### src/rtl/dl_1_16_demux_capture_pkg.sv
// Shared constants and state encoding for the 1:16 demux capture block.
// Optional parity phase is enabled by defining DL_DEMUX_PARITY_EN.
package dl_1_16_demux_capture_pkg;

    localparam int WIDTH = 16;
    localparam int SEL_W = 4;

    typedef enum logic {
        ST_COLLECT = 1'b0,
        ST_PARITY  = 1'b1
    } state_t;

    // Non-zero when data plus its even-parity bit do not XOR to zero.
    function automatic logic parity_error(input logic [WIDTH-1:0] data, input logic parity_bit);
        return (^data) ^ parity_bit;
    endfunction

endpackage

### src/rtl/dl_1_16_demux_capture_if.sv
// Serial-in / word-out bundle for the demux capture block.
// parity_err exists only when DL_DEMUX_PARITY_EN is defined.
interface dl_1_16_demux_capture_if;
    import dl_1_16_demux_capture_pkg::*;

    logic             d;
    logic             d_valid;
    logic             d_ready;
    logic             sync;
    logic [WIDTH-1:0] word;
    logic             word_valid;
    logic             word_ready;
    logic [SEL_W-1:0] sel;
    logic             overrun;
`ifdef DL_DEMUX_PARITY_EN
    logic             parity_err;
`endif

    // master: serializer/downstream side; slave: the capture block itself
    modport master (
        output d, d_valid, sync, word_ready,
`ifdef DL_DEMUX_PARITY_EN
        input  parity_err,
`endif
        input  d_ready, word, word_valid, sel, overrun
    );

    modport slave (
        input  d, d_valid, sync, word_ready,
`ifdef DL_DEMUX_PARITY_EN
        output parity_err,
`endif
        output d_ready, word, word_valid, sel, overrun
    );

endinterface

### src/rtl/dl_1_16_demux_capture_dec4to16.sv
// 4-bit select to 16-bit one-hot write enable, gated by a global enable.
// Counterpart of the 4:1 mux leaf used on the serializer side.
module dl_dec4to16
    import dl_1_16_demux_capture_pkg::*;
(
    input  logic [SEL_W-1:0] sel,
    input  logic             en,
    output logic [WIDTH-1:0] onehot
);

    generate
        for (genvar gi = 0; gi < WIDTH; gi++) begin : g_dec
            assign onehot[gi] = en && (sel == SEL_W'(gi));
        end
    endgenerate

endmodule

### src/rtl/dl_1_16_demux_capture.sv
// Receiving end of a 16:1 mux serializer: steers serial bits into a 16-bit word.
// Define DL_DEMUX_PARITY_EN to expect an even-parity bit after every 16 data bits.
module dl_1_16_demux_capture
    import dl_1_16_demux_capture_pkg::*;
(
    input  logic                     clock,
    input  logic                     reset,
    dl_1_16_demux_capture_if.slave   bus
);

    state_t           state_reg, state_next;
    logic [SEL_W-1:0] sel_reg, sel_next;
    logic [WIDTH-1:0] collect_reg, collect_next;
    logic [WIDTH-1:0] word_reg, word_next;
    logic             word_valid_reg, word_valid_next;
    logic             overrun_reg, overrun_next;
`ifdef DL_DEMUX_PARITY_EN
    logic             parity_err_reg, parity_err_next;
`endif

    logic             d_ready;
    logic             accept;
    logic             dec_en;
    logic [WIDTH-1:0] bit_en;
    logic [WIDTH-1:0] collect_wr;
    logic             commit;
    logic [WIDTH-1:0] commit_word;
    logic             commit_perr;

    assign d_ready = 1'b1;
    assign accept  = bus.d_valid && d_ready;
    assign dec_en  = accept && !bus.sync && (state_reg == ST_COLLECT);

    dl_dec4to16 u_dec (
        .sel    (sel_reg),
        .en     (dec_en),
        .onehot (bit_en)
    );

    generate
        for (genvar gi = 0; gi < WIDTH; gi++) begin : g_collect
            assign collect_wr[gi] = bit_en[gi] ? bus.d : collect_reg[gi];
        end
    endgenerate

    always_ff @(posedge clock or posedge reset) begin
        if (reset) begin
            state_reg      <= ST_COLLECT;
            sel_reg        <= '0;
            collect_reg    <= '0;
            word_reg       <= '0;
            word_valid_reg <= 1'b0;
            overrun_reg    <= 1'b0;
`ifdef DL_DEMUX_PARITY_EN
            parity_err_reg <= 1'b0;
`endif
        end else begin
            state_reg      <= state_next;
            sel_reg        <= sel_next;
            collect_reg    <= collect_next;
            word_reg       <= word_next;
            word_valid_reg <= word_valid_next;
            overrun_reg    <= overrun_next;
`ifdef DL_DEMUX_PARITY_EN
            parity_err_reg <= parity_err_next;
`endif
        end
    end

    always_comb begin
        state_next      = state_reg;
        sel_next        = sel_reg;
        collect_next    = collect_reg;
        word_next       = word_reg;
        word_valid_next = word_valid_reg;
        overrun_next    = overrun_reg;
        commit          = 1'b0;
        commit_word     = collect_wr;
        commit_perr     = 1'b0;
`ifdef DL_DEMUX_PARITY_EN
        parity_err_next = parity_err_reg;
`endif

        // sync wins over a same-cycle bit, which is simply dropped
        if (bus.sync) begin
            sel_next     = '0;
            collect_next = '0;
            state_next   = ST_COLLECT;
        end else if (accept) begin
            case (state_reg)
                ST_COLLECT: begin
                    collect_next = collect_wr;
                    sel_next     = sel_reg + 1'b1;
                    if (sel_reg == SEL_W'(WIDTH - 1)) begin
`ifdef DL_DEMUX_PARITY_EN
                        state_next   = ST_PARITY;
`else
                        commit       = 1'b1;
                        commit_word  = collect_wr;
                        collect_next = '0;
`endif
                    end
                end
`ifdef DL_DEMUX_PARITY_EN
                ST_PARITY: begin
                    commit       = 1'b1;
                    commit_word  = collect_reg;
                    commit_perr  = parity_error(collect_reg, bus.d);
                    collect_next = '0;
                    state_next   = ST_COLLECT;
                end
`endif
                default: ;
            endcase
        end

        if (word_valid_reg && bus.word_ready) begin
            word_valid_next = 1'b0;
        end

        // A word still waiting for the consumer is never overwritten
        if (commit) begin
            if (!word_valid_reg || bus.word_ready) begin
                word_next       = commit_word;
                word_valid_next = 1'b1;
`ifdef DL_DEMUX_PARITY_EN
                parity_err_next = commit_perr;
`endif
            end else begin
                overrun_next = 1'b1;
            end
        end
    end

    assign bus.d_ready    = d_ready;
    assign bus.word       = word_reg;
    assign bus.word_valid = word_valid_reg;
    assign bus.sel        = sel_reg;
    assign bus.overrun    = overrun_reg;
`ifdef DL_DEMUX_PARITY_EN
    assign bus.parity_err = parity_err_reg;
`else
    logic unused_perr;
    assign unused_perr = commit_perr;
`endif

endmodule

### src/flat_wrapper.sv
// flat-port wrapper written by rule: the top's interface ports become plain ports
module dl_1_16_demux_capture_flat import dl_1_16_demux_capture_pkg::*;
  (clock, reset, bus_d, bus_d_valid, bus_sync, bus_word_ready, bus_d_ready, bus_word, bus_word_valid, bus_sel, bus_overrun);
  dl_1_16_demux_capture_if bus_i ();
  input  logic clock;
  input  logic reset;
  input wire logic [$bits(bus_i.d)-1:0] bus_d;
  input wire logic [$bits(bus_i.d_valid)-1:0] bus_d_valid;
  input wire logic [$bits(bus_i.sync)-1:0] bus_sync;
  input wire logic [$bits(bus_i.word_ready)-1:0] bus_word_ready;
  output wire logic [$bits(bus_i.d_ready)-1:0] bus_d_ready;
  output wire logic [$bits(bus_i.word)-1:0] bus_word;
  output wire logic [$bits(bus_i.word_valid)-1:0] bus_word_valid;
  output wire logic [$bits(bus_i.sel)-1:0] bus_sel;
  output wire logic [$bits(bus_i.overrun)-1:0] bus_overrun;
  assign bus_i.d = bus_d;
  assign bus_i.d_valid = bus_d_valid;
  assign bus_i.sync = bus_sync;
  assign bus_i.word_ready = bus_word_ready;
  assign bus_d_ready = bus_i.d_ready;
  assign bus_word = bus_i.word;
  assign bus_word_valid = bus_i.word_valid;
  assign bus_sel = bus_i.sel;
  assign bus_overrun = bus_i.overrun;
  dl_1_16_demux_capture u_core (.clock(clock), .reset(reset), .bus(bus_i));
endmodule
### config.mk
export PLATFORM = sky130hd
export DESIGN_NAME = dl_1_16_demux_capture_flat
export DESIGN_NICKNAME = d
export VERILOG_FILES = /design/src/rtl/dl_1_16_demux_capture_pkg.sv /design/src/rtl/dl_1_16_demux_capture_if.sv /design/src/rtl/dl_1_16_demux_capture_dec4to16.sv /design/src/rtl/dl_1_16_demux_capture.sv /design/src/flat_wrapper.sv
export SDC_FILE = /design/constraint.sdc
export NUM_CORES = 1
export LEC_CHECK = 0
export ABC_AREA = 1
export CORE_ASPECT_RATIO = 1.25
export CORE_UTILIZATION = 45
export DETAILED_ROUTE_END_ITERATION = 10
export DONT_BUFFER_PORTS = 1
export PLACE_DENSITY = 0.58
export SETUP_SLACK_MARGIN = 0.1
export SKIP_LAST_GASP = 1
export SYNTH_ARGS = -nofsm -noshare
export SYNTH_HDL_FRONTEND = slang
export SYNTH_SLANG_ARGS = --single-unit
export TNS_END_PERCENT = 10
### constraint.sdc
create_clock -name clock -period 1.7 [get_ports clock]
set_input_delay 0.255 -clock clock [delete_from_list [all_inputs] [get_ports clock]]
set_output_delay 0.255 -clock clock [all_outputs]
set_load 0.01 [all_outputs]
==> results of run 1 <==
-- worst register-to-register path, stage by stage, from the launching register on --
cell and delay (ns):
dfrtp_1 0.42, inv_1 0.10, ha_1 0.18, nand3_1 0.26
o21bai_1 0.27, nand3_1 0.13, nand2_1 0.08
-- what timing repair did --
action,in CTS,in global routing
gates resized for setup,0,2
hold endpoints to repair,37,0
endpoints found under the setup margin,0,24
hold buffers,1,0
-- cells in the final DEF (no fill, tap or decap) --
cell	n
nand3_1	36
a22o_1	1
inv_2	2
nor2_2	1
nand3_4	1
dfrtp_1	37
clkbuf_1	1
nor2_8	2
inv_1	14
o21bai_1	13
ha_1	4
nand4_1	4
nand2_1	86
a21oi_1	1
o21ai_0	2
conb_1	1
nor2_1	15
nand3_2	1
nand2_4	2
dlygate4sd3_1	1
nand2_2	1
buf_4	6
clkbuf_8	6
-- power breakdown --
group          internal, mW  switching (mW)  leakage [nW]  total (mW)
Clock                 0.321           0.286        0.0443       0.607
Combinational        0.0262          0.0749         0.551       0.101
Sequential            0.886         0.00647         0.515       0.893
Total                  1.23           0.367          1.11        1.60
-- routing by layer --
layer	track usage (%)	vias up
li1	-	753
met2	35.6	37
met3	3.30	7
met4	8.53	0
met5	0	-
met1	26.3	725
-- worst max-delay path by stage --
| stage | slack (ns) | from | cells after the start | to |
|---|---|---|---|---|
| after floorplan | 0.33 | u_core.bus.sel[0] | 6 | u_core.bus.word[11] |
| after global placement | 0.20 | u_core.bus.sel[0] | 6 | u_core.bus.word[15] |
| after detailed placement | 0.17 | u_core.bus.sel[0] | 6 | u_core.bus.word[15] |
| after CTS | 0.15 | u_core.bus.sel[0] | 6 | u_core.bus.word[15] |
| after global routing | 0.05 | u_core.bus.sel[1] | 6 | u_core.bus.word[1] |
| final | 0.19 | u_core.bus.sel[1] | 6 | u_core.bus.word[1] |
-- area by class of cell --
class	count	area, um2
inverters	16	60.1
well taps	54	67.6
repair buffers	7	55.1
flip-flops and latches	37	926
fillers	364	1850
multi-input cells	171	862
clock buffers	7	86.3
-- cell families (layout without fill, tap and decap cells) --
kind of cell    Yosys count  in the layout  share of synthesized area (%)
buf+inv                  23             30                           5.90
compound gates           17             17                           6.43
flops                    37             37                           49.1
simple gates            149            149                           35.7
other cells               1              1                          0.199
fa+ha+maj                 4              4                           2.65
-- through the flow --
step	worst slack (ns)	hold WS [ns]	util, %
finish	0.193	0.164	52.6
global route	0.0479	0.183	52.6
detailed placement	0.165	0.295	49.8
CTS	0.150	0.158	52.3
floorplan	0.327	0.424	-
global placement	0.202	0.278	49.8
==> reports/metrics.cfg, run 1 <==
[status]
run_status=finished clean

[hold_path]
min_to=u_core.bus.sel[0]
hold_path_class=primary input to flip-flop
hold_depth=3
min_from=bus_sync

[synth]
avgSynthCellArea_um2=8.17
synthTopCellsByCount=86 x nand2_1, 37 x dfrtp_1, 37 x nand3_1
synthCells=231
syn_area_um2=1890
ys.flop_type=dfrtp_1
syn_nets=241
seq_area_frac_synth_pct=49.1
synth.top_cells.by_area=dfrtp_1 49%, nand2_1 17%, nand3_1 9.8%
synth-async-reset-ratio_pct=100
ys_seq_elements=37
synth.most_common_cell=nand2_1
synth_top_area_cell=dfrtp_1
ys_types=22
synth_edf_count=0
yosys_warnings=0
synth_top_area_share_pct=49.1

[route]
routed_wl_um=4100
antenna_left=0
num_vias=1522
met1_length_um=1810
wl_met2_um=2050
viasPerCell=5.21
wl_per_cell_um=14.1
first_iter_violations=38
first_pass_iters=4
wl_met3_um=193
drc=0
highest_layer=met4

[setup_path]
slowest_stage=dfrtp_1
critical_path.max_fanout=7
critical_path_class=flip-flop to flip-flop
critPathLaunchType=flip-flop
critPathCaptureType=flip-flop
reg2regPathDepth=6
reg2reg_from=u_core.bus.sel[1]
max_stage_delay_ns=0.42
crit_chain=inv_1 > ha_1 > nand3_1 > o21bai_1 > nand3_1 > nand2_1
regToRegEndpoint=u_core.bus.word[1]
path_common_cell=nand3_1
regToRegSetupSlack_ns=0.19
critical_path_buf_inv_count=1
crit_required_ns=1.92
cp.arrival_ns=1.73
crit_family=simple AND/OR/NAND/NOR gates

[sta]
period_minus_slack_ns=1.51
rsz0062_at_grt=true
tns_ns=0
max_freq_mhz=663
setup_viol=0
worst_pin_slew_ns=0.513
max-slew-margin-rel_pct=65.7
hold_violations=0
clock_skew_ns=0.00505
finalCritPeriodShare_pct=88.7
finalMaxSlewViolations=0

[power_and_ir_drop]
irDropWorstVdd_mv=0.673
leakage_nw=1.11
p_total_mw=1.60
powerDensity_nw_per_um2=778

[layout]
fin_area_um2=2060
syn_to_final_growth_pct=9.02
drive_above_1_share_pct=9.24
nNetsFinal=248
final_cells=292
largest_register_ffs=16
antennaDiodeCount=0

[placement]
dpl.hpwl_um=2790
place_congestion=0.786
port_buffers=0
post-place-cells=284
place_area_um2=1950

[clock_tree]
cts_tree=built
cts_buffers=5
cts_setup_buffers=0
clockBufferDepth=2
clk_latency_ns=0.28
clkTransAtPathRegs_ns=0.07
cts_max_level=2
cts_sinks=37
root_buffer=clkbuf_8

[floorplanning]
die_w_um=59.9
die_y_um=74.4
initial_utilization_pct=48.3
coreArea_um2=3910
rows=25
pin_count=29
design.die.area_um2=4460

[global_routing]
grt_usage_pct=20.9
grt_pass1_vias=1534
grt_pass1_wl_um=6810
grt_max_degree=38
grt_antenna_before_repair=0
grt_overflow_total=0

[run]
maxCapViolations=0

(Power assumes the default switching activity.)
==> inputs of run 2 (changes only) <==
--- a/config.mk
+++ b/config.mk
@@ -7,12 +7,14 @@
 export LEC_CHECK = 0
 export ABC_AREA = 1
 export CORE_ASPECT_RATIO = 1.25
-export CORE_UTILIZATION = 45
+export CORE_UTILIZATION = 42
 export DETAILED_ROUTE_END_ITERATION = 10
 export DONT_BUFFER_PORTS = 1
-export PLACE_DENSITY = 0.58
+export PLACE_DENSITY = 0.54
+export RECOVER_POWER = 25
 export SETUP_SLACK_MARGIN = 0.1
 export SKIP_LAST_GASP = 1
+export SLEW_MARGIN = 20
 export SYNTH_ARGS = -nofsm -noshare
 export SYNTH_HDL_FRONTEND = slang
 export SYNTH_SLANG_ARGS = --single-unit
==> reports/metrics.cfg, run 2 (synthesized netlist as in run 1, its figures left out) <==
[layout]
drive_above_1_share_pct=10.4  ; +1.2 points
nNetsFinal=249  ; +0.40%
syn_to_final_growth_pct=12.1
largest_register_ffs=16  ; unchanged
final_cell_mix=86 x nand2_1, 37 x dfrtp_1, 36 x nand3_1
antennaDiodeCount=0  ; unchanged
final_util_pct=50.4  ; -2.2 points
final_common_cell=nand2_1
final_cells=296  ; +1.4%

[global_routing]
grt_antenna_before_repair=0  ; unchanged
grt_max_degree=38  ; unchanged
grt_pass1_vias=1533  ; -0.065%
grt_usage_pct=20.2  ; -0.73 points
grt_overflow_total=0  ; unchanged
grt_pass1_wl_um=7030  ; +3.2%

[setup_path]
critical_path_class=flip-flop to flip-flop
max_stage_delay_ns=0.43  ; about the same
critical_path_buf_inv_count=1  ; unchanged
reg2reg_from=u_core.bus.sel[0]
reg2regPathDepth=7  ; +1
cp.arrival_ns=1.71  ; -0.02 ns
crit_required_ns=1.89  ; -0.03 ns
path_depth=7  ; +1
critPathLaunchType=flip-flop
crit_chain=inv_1 > ha_1 > nand3_1 > nor2_1 > nand2_1 > nand3_1 > nand2_1
critPathCaptureType=flip-flop
slowest_stage=dfrtp_1
critical_path.max_fanout=7  ; unchanged
regToRegEndpoint=u_core.bus.word[6]
crit_family=simple AND/OR/NAND/NOR gates
regToRegSetupSlack_ns=0.18  ; about the same

[sta]
max_freq_mhz=660  ; -0.58%
clock_skew_ns=0.00308  ; -0.00197 ns
max-slew-margin-rel_pct=40.6  ; -25 points
period_minus_slack_ns=1.52  ; +0.00881 ns
finalMaxSlewViolations=0  ; unchanged
tns_ns=0  ; unchanged
setup_viol=0  ; unchanged
rsz0062_at_grt=true
worst_pin_slew_ns=0.891  ; +0.377 ns
whs_ns=0.151  ; -0.0126 ns
hold_violations=0  ; unchanged
finalCritPeriodShare_pct=89.2  ; +0.52 points

[power_and_ir_drop]
powerDensity_nw_per_um2=909  ; +17%
irDropWorstVdd_mv=0.527  ; -22%
p_total_mw=1.92  ; +20%
leakage_nw=1.14  ; +2.7%

[hold_path]
min_to=u_core.bus.sel[0]
hold_depth=3  ; unchanged
min_from=bus_sync
hold_path_class=primary input to flip-flop

[clock_tree]
clockBufferDepth=2  ; unchanged
cts_max_level=2  ; unchanged
cts_tree=built
cts_sinks=37  ; unchanged
cts_setup_buffers=0  ; unchanged
clkTransAtPathRegs_ns=0.08  ; about the same
root_buffer=clkbuf_8
cts_buffers=5  ; unchanged
clk_latency_ns=0.29  ; about the same

[floorplanning]
initial_utilization_pct=45.0  ; -3.3 points
coreArea_um2=4200  ; +7.3%
pin_count=29  ; unchanged
rows=26  ; +4.0%
design.die.area_um2=4770  ; +6.9%
die_y_um=76.9  ; +3.4%
die_w_um=62.0  ; +3.4%

[route]
antenna_left=0  ; unchanged
viasPerCell=5.15  ; -1.2%
first_iter_violations=99  ; +160%
num_vias=1524  ; +0.13%
routed_wl_um=4150  ; +1.1%
drc=0  ; unchanged
first_pass_iters=4  ; unchanged
wl_per_cell_um=14.0  ; -0.27%

[placement]
place_congestion=0.820  ; +4.4%
dpl.hpwl_um=2860  ; +2.7%
port_buffers=0  ; unchanged
post-place-cells=287  ; +1.1%

[status]
run_status=finished clean

[run]
maxCapViolations=0  ; unchanged

run 2: worst reg2reg max path: stages, from the launching register on:
cell and delay [ns]:
dfrtp_1 0.43, inv_1 0.12, ha_1 0.18, nand3_1 0.26
nor2_1 0.17, nand2_1 0.08, nand3_1 0.12, nand2_1 0.05
run 2: worst max-delay path by stage:
stage / to / start
floorplan: u_core.bus.word[11] / u_core.bus.sel[0]
finish: u_core.bus.word[6] / u_core.bus.sel[0]
detailed placement: u_core.bus.word[5] / u_core.bus.sel[0]
CTS: u_core.bus.word[5] / u_core.bus.sel[0]
global placement: u_core.bus.word[15] / u_core.bus.sel[0]
global route: u_core.bus.word[12] / u_core.bus.sel[0]
run 2: per-stage QoR:
| stage | worst slack, ns | instance area (um2) |
|---|---|---|
| finish | 0.184 | 2120 |
| global route | 0.0115 | 2120 |
| CTS | 0.123 | 2110 |
| detailed placement | 0.150 | 1960 |
| global placement | 0.213 | 1960 |
| floorplan | 0.327 | 1890 |
run 2: area by class of cell:
| cell class | count | area (um2) |
|---|---|---|
| Fill cell | 386 | 2080 |
| Sequential cell | 37 | 926 |
| Multi-Input combinational cell | 171 | 866 |
| Tap cell | 56 | 70.1 |
| Clock buffer | 5 | 68.8 |
| Clock inverter | 3 | 68.8 |
| Inverter | 16 | 60.1 |
| Timing Repair Buffer | 8 | 56.3 |
run 2: per-layer routing:
| metal | share of wire (%) | up-vias | GRT usage (%) |
|---|---|---|---|
| li1 | - | 758 | - |
| met1 | 46 | 721 | 25.3 |
| met4 | 1.8 | 0 | 9.78 |
| met3 | 4.7 | 8 | 6.24 |
| met5 | 0 | - | 0 |
| met2 | 47 | 37 | 30.6 |
run 2: repair_timing:
action	CTS	global route
hold endpoints to repair	37	0
hold buffers	1	0
setup endpoints to repair	0	24
gates resized for setup	0	3
run 2: report_power, final:
group	switching, mW	leakage [nW]	internal (mW)
Combinational	0.0752	0.557	0.0253
Clock	0.339	0.0687	0.591
Sequential	0.00658	0.515	0.886
Total	0.421	1.14	1.50
